--- src/rtl/draw_square_pkg.sv ---
// rtl/draw_square_pkg.sv - shared constants, state type and helpers for the square rasterizer
package draw_square_pkg;

  localparam int X_W        = 8;
  localparam int Y_W        = 7;
  localparam int COLOUR_W   = 3;
  localparam int SCREEN_W   = 160;
  localparam int SCREEN_H   = 120;
  localparam int NOTE_PITCH = 5;

  localparam logic [COLOUR_W-1:0] RED   = 3'b100;
  localparam logic [COLOUR_W-1:0] BLACK = 3'b000;
  localparam logic [COLOUR_W-1:0] WHITE = 3'b111;

  typedef enum logic [1:0] {
    ST_IDLE = 2'd0,
    ST_DRAW = 2'd1,
    ST_DONE = 2'd2
  } state_e;

  // True for a pixel on the outer ring of a square whose last index is 'last'
  function automatic logic on_border(input logic [2:0] col, input logic [2:0] row,
                                     input logic [2:0] last);
    return (col == 3'd0) || (row == 3'd0) || (col == last) || (row == last);
  endfunction

endpackage

--- src/rtl/square_scan_counter.sv ---
// rtl/square_scan_counter.sv - row-major col/row scan counter with sync clear and last-pixel flag
module square_scan_counter
  import draw_square_pkg::*;
#(
  parameter int SIDE = 4
) (
  input  logic       clk_i,
  input  logic       rst_i,
  input  logic       clr_i,
  input  logic       en_i,
  output logic [2:0] col_o,
  output logic [2:0] row_o,
  output logic       last_o
);

  localparam logic [2:0] LAST = 3'(SIDE - 1);

  logic [2:0] col_q;
  logic [2:0] row_q;

  // Column advances every enabled cycle; row advances when the column wraps
  always_ff @(posedge clk_i) begin
    if (rst_i || clr_i) begin
      col_q <= 3'd0;
      row_q <= 3'd0;
    end else if (en_i) begin
      if (col_q == LAST) begin
        col_q <= 3'd0;
        row_q <= (row_q == LAST) ? 3'd0 : row_q + 3'd1;
      end else begin
        col_q <= col_q + 3'd1;
      end
    end
  end

  assign col_o  = col_q;
  assign row_o  = row_q;
  assign last_o = (col_q == LAST) && (row_q == LAST);

endmodule

--- src/rtl/draw_square.sv ---
// rtl/draw_square.sv - rasterizes one (x, colour) request into SIDExSIDE VGA pixel writes; option SQUARE_BORDER_EN
module draw_square
  import draw_square_pkg::*;
#(
  parameter int SIDE  = 4,
  parameter int ROW_Y = 56,
  parameter int X_MAX = SCREEN_W
) (
  input  logic                clock,
  input  logic                reset,
  input  logic                req_valid,
  input  logic [X_W-1:0]      req_x,
  input  logic [COLOUR_W-1:0] req_colour,
  output logic                req_ready,
  output logic [X_W-1:0]      vga_x,
  output logic [Y_W-1:0]      vga_y,
  output logic [COLOUR_W-1:0] vga_colour,
  output logic                plot,
  output logic                done
);

  localparam logic [2:0] LAST = 3'(SIDE - 1);

  state_e              state_q;
  logic [X_W-1:0]      x_q;
  logic [COLOUR_W-1:0] colour_q;
  logic                req_ready_q;
  logic [X_W-1:0]      vga_x_q;
  logic [Y_W-1:0]      vga_y_q;
  logic [COLOUR_W-1:0] vga_colour_q;
  logic                plot_q;
  logic                done_q;

  logic [2:0]          col;
  logic [2:0]          row;
  logic                last_pix;
  logic                xfer;
  logic [X_W:0]        sum_x_d;
  logic [X_W-1:0]      pix_x_d;
  logic [Y_W-1:0]      pix_y_d;
  logic [COLOUR_W-1:0] pix_colour_d;
  logic                clip_d;

  assign xfer = (state_q == ST_IDLE) && req_ready_q && req_valid;

  square_scan_counter #(
    .SIDE (SIDE)
  ) u_scan (
    .clk_i  (clock),
    .rst_i  (reset),
    .clr_i  (xfer),
    .en_i   (state_q == ST_DRAW),
    .col_o  (col),
    .row_o  (row),
    .last_o (last_pix)
  );

  // Pixel address, clip decision and fill colour for the current scan position
  always_comb begin
    sum_x_d = {1'b0, x_q} + {{(X_W - 2){1'b0}}, col};
    pix_x_d = sum_x_d[X_W-1:0];
    pix_y_d = 7'(ROW_Y) + {4'b0000, row};
    // The 9-bit compare also catches carry-out of the 8-bit add
    clip_d  = (sum_x_d >= 9'(X_MAX));
`ifdef SQUARE_BORDER_EN
    // Erasing in black must not leave a white frame behind
    if ((colour_q != BLACK) && on_border(col, row, LAST)) begin
      pix_colour_d = WHITE;
    end else begin
      pix_colour_d = colour_q;
    end
`else
    pix_colour_d = colour_q;
`endif
  end

  // Control FSM with request latch and registered VGA outputs
  always_ff @(posedge clock) begin
    if (reset) begin
      state_q      <= ST_IDLE;
      x_q          <= '0;
      colour_q     <= '0;
      req_ready_q  <= 1'b1;
      vga_x_q      <= '0;
      vga_y_q      <= '0;
      vga_colour_q <= '0;
      plot_q       <= 1'b0;
      done_q       <= 1'b0;
    end else begin
      case (state_q)
        ST_IDLE: begin
          plot_q <= 1'b0;
          done_q <= 1'b0;
          if (xfer) begin
            x_q         <= req_x;
            colour_q    <= req_colour;
            req_ready_q <= 1'b0;
            state_q     <= ST_DRAW;
          end else begin
            // Ready rises one cycle after the done pulse has been shown
            req_ready_q <= 1'b1;
          end
        end
        ST_DRAW: begin
          vga_x_q      <= pix_x_d;
          vga_y_q      <= pix_y_d;
          vga_colour_q <= pix_colour_d;
          plot_q       <= ~clip_d;
          if (last_pix) begin
            state_q <= ST_DONE;
          end
        end
        ST_DONE: begin
          plot_q  <= 1'b0;
          done_q  <= 1'b1;
          state_q <= ST_IDLE;
        end
        default: begin
          state_q     <= ST_IDLE;
          req_ready_q <= 1'b1;
          plot_q      <= 1'b0;
          done_q      <= 1'b0;
        end
      endcase
    end
  end

  assign req_ready  = req_ready_q;
  assign vga_x      = vga_x_q;
  assign vga_y      = vga_y_q;
  assign vga_colour = vga_colour_q;
  assign plot       = plot_q;
  assign done       = done_q;

endmodule

--- config.mk ---
export PLATFORM = sky130hd
export DESIGN_NAME = draw_square
export DESIGN_NICKNAME = d
export VERILOG_FILES = /design/src/rtl/draw_square_pkg.sv /design/src/rtl/square_scan_counter.sv /design/src/rtl/draw_square.sv
export SDC_FILE = /design/constraint.sdc
export NUM_CORES = 1
export LEC_CHECK = 0
export CORE_ASPECT_RATIO = 1.5
export CORE_MARGIN = 2
export CORE_UTILIZATION = 40
export DETAILED_ROUTE_END_ITERATION = 8
export GPL_ROUTABILITY_DRIVEN = 0
export PLACE_DENSITY = 0.72
export SLEW_MARGIN = 40
export SYNTH_ARGS = -nofsm -noshare
export SYNTH_HDL_FRONTEND = slang
export SYNTH_HIERARCHICAL = 1
export SYNTH_SLANG_ARGS = --single-unit
--- constraint.sdc ---
create_clock -name clock -period 4.88 [get_ports clock]
set_clock_uncertainty 0.15 [all_clocks]
set_input_delay 0.488 -clock clock [delete_from_list [all_inputs] [get_ports clock]]
set_output_delay 0.488 -clock clock [all_outputs]
set_load 0.02 [all_outputs]
==> flow_summary.yaml <==
run_status:
  status: "finished clean"
min_path:
  hold_end: "colour_q[2]$_SDFFE_PP0P_"
  worstHoldStart: "colour_q[2]$_SDFFE_PP0P_"
  hold_path.class: "reg -> reg"
  hold_depth: 2
sta:
  finalSetupTns_ps: 0
  holdWs_ps: 307
  rsz0062_at_grt: "no"
  relSlewSlack_pct: 51.0
  period_minus_slack_ps: 2230
  fin_crit_sh_pct: 45.7
  setup_viol: 0
  worst-slew-pin-transition_ps: 735
  slew_viol_final: 0
  fmax_ghz: 0.448
  finalHoldViolCount: 0
clocking:
  root_buffer: "clkbuf_8"
  cts_inserted_buffers: 5
  cts.sinks: 37
  htreeDepth: 2
  cts_resized: 0
  clock_path_buffers: 2
  cts_setup_buffers: 0
  clkSlewWorstSetupHoldPaths_ps: 80
  ctsHoldBuffers: 0
  clk-insertion-delay-late_ps: 290
  cts_tree: "done"
routing:
  wl_per_cell_um: 11.9
  drc: 0
  drtIter0Drc: 34
  viasPerCell: 5.13
  routed_wl_um: 3160
  ant_nets: 0
  vias: 1359
  firstDrtPassIters: 4
critical_path:
  startpoint_type: "flop"
  path_cells: "inv_1, ha_1, buf_4, or4b_1, o311ai_0"
  critPathArrivalTime_ps: 2270
  reg2regPathDepth: 5
  critPathSlowestCell: "ha_1"
  regToRegEndpoint: "vga_x[3]$_SDFFE_PP0P_"
  r2r-start: "state_q[1]$_SDFFE_PP0P_"
  regToRegSetupSlack_ps: 2650
  end_kind: "flop"
  required_ps: 4910
  crit_fanout: 17
  max_stage_delay_ps: 650
  criticalPathCategory: "reg -> reg"
synth:
  yosys.area_share.adder_pct: 7.89
  synth_flop_cell: "dfxtp_1"
  synth_top_family_by_area: "simple AND/OR/NAND/NOR gates"
  yosysSeqAreaShare_pct: 44.0
  ys_seq_elements: 37
  synth_nets: 212
  synthMuxAreaShare_pct: 7.14
  synth_edf_count: 0
  yosys.area.top_type_share_pct: 44.0
  netlist_area_um2: 1680
  synth_compound_area_share_pct: 12.8
  yosysTopAreaCell: "dfxtp_1"
  synth.area.top_cells: "dfxtp_1, mux2i_1, ha_1, nand2_1, a21oi_1"
  synth_cell_types: 43
  synth_xor_area_share_pct: 2.60
  synthSimpleGateAreaFrac_pct: 20.2
  ys_warn_count: 6
  synth_cells: 188
  synth.avg_cell_area_um2: 8.94
  ys_async_sr_fraction_pct: 0
final_layout:
  fillers: 392
  areaGrowthSynthToFinish_pct: 25.5
  fin_cells: 265
  mostFrequentLayoutCells: "dfxtp_1, clkdlybuf4s50_1, nand2_1, nor2_1, a21oi_1"
  mostFrequentLayoutCell: "dfxtp_1"
  num_antenna_cells: 0
  finalNetCount: 243
  finalInstanceArea_um2: 2110
  drive_gt1_share_pct: 7.27
place:
  numPortBuffers: 33
  dp.cells: 257
  hpwl_um: 2180
  place_area_um2: 2030
grt:
  use_met3_pct: 3.89
  antenna_found_initial: 0
  grt-busiest-layer: "met2"
  grt_pass1_wl_um: 5350
  grtUsageMet1_pct: 17.8
  grt_max_degree: 36
  grtUsageTotal_pct: 14.1
  use_met2_pct: 21.9
  grt-ovfl-total: 0
  grt_pass1_vias: 1196
pwr:
  cellLeakagePower_nw: 0.795
  power.density_nw_per_um2: 358
  ir_drop_uv: 286
floorplanning:
  dieHeight_um: 83.4
  ios: 35
  fp.dieW_um: 56.9
  num_rows: 28
  core_um2: 3990
  start_util_pct: 42.1
  dieArea_um2: 4750
run:
  cap_violations: 0
-- how the worst max path moves through the flow --
stage	to	startpoint	slack, ps
2_1_floorplan	vga_x[4]$_SDFFE_PP0P_	u_scan/col_o[0]$_SDFFE_PP0P_	3010
3_3_place_gp	u_scan/col_o[0]$_SDFFE_PP0P_	req_valid	2480
3_5_place_dp	u_scan/col_o[0]$_SDFFE_PP0P_	req_valid	2460
4_1_cts	vga_x[3]$_SDFFE_PP0P_	state_q[1]$_SDFFE_PP0P_	2620
5_1_grt	vga_x[3]$_SDFFE_PP0P_	state_q[1]$_SDFFE_PP0P_	2500
6_report	vga_x[3]$_SDFFE_PP0P_	state_q[1]$_SDFFE_PP0P_	2650
-- power breakdown --
group	switching [W]	leakage (nW)	total, W	internal (W)
logic	0.000106	0.448	0.000197	0.0000914
clock network	0.000107	0.0450	0.000206	0.0000990
registers	0.0000211	0.302	0.000353	0.000332
-- synthesized netlist by cell type (2+ instances only) --
| cell | count |
|---|---|
| nor3_1 | 2 |
| buf_1 | 2 |
| xnor2_1 | 2 |
| a21oi_1 | 17 |
| xor2_1 | 3 |
| inv_1 | 8 |
| dfxtp_1 | 37 |
| o21ai_0 | 4 |
| buf_2 | 2 |
| nor2_1 | 22 |
| nand2_1 | 27 |
| a211oi_1 | 4 |
| mux2i_1 | 12 |
| nand3b_1 | 3 |
| clkbuf_1 | 4 |
| ha_1 | 9 |
| nand2b_1 | 2 |
| buf_4 | 3 |
-- layer usage --
layer | up-vias | wire, um
li1 | 694 | -
met1 | 624 | 1410
met2 | 37 | 1560
met3 | 4 | 146
met4 | 0 | 48
met5 | - | 0
-- cell type report --
cell class              count  area, um2  area share [%]
repair buffers             35        345            16.4
inverters                   8       30.0            1.42
well taps                  45       56.3            2.67
flip-flops and latches     37        741            35.1
clock buffers               6       72.6            3.44
multi-input cells         132        856            40.5
clock inverters             2       10.0           0.474
-- kinds of logic after synthesis --
family / Yosys count
AOI/OAI and AO/OA: 34
xor gates and xnor gates: 5
adders and majority gates: 10
buffers and inverters: 19
DFF: 37
muxes: 12
other: 1
and+or+nand+nor: 70
-- metrics by stage --
stage                     util (%)  setup WS (ps)  total power [W]
after floorplan                  -           3010         0.000494
after global placement        50.8           2480         0.000556
after detailed placement      50.8           2460         0.000560
after CTS                     52.9           2620         0.000766
after global routing          52.9           2500         0.000798
final                         52.9           2650         0.000756
-- worst max-delay path: cells and delay by family (launching register included) --
family / cells / cell delay (ps)
AND/OR/NAND/NOR: 1 / 440
buffers and inverters: 2 / 460
adder cells (fa/ha/maj): 1 / 650
flip-flops: 1 / 320
AO/OA/AOI/OAI: 1 / 100
-- sequential cells by signal, indices dropped and copies added (netlist names), 2 cells and up --
| name | cells |
|---|---|
| u_scan/col_o | 3 |
| vga_x | 8 |
| u_scan/row_o | 3 |
| x_q | 8 |
| colour_q | 3 |
| vga_colour | 3 |
| state_q | 2 |
| vga_y | 4 |
Note: power is estimated with default switching activity, not from simulation.
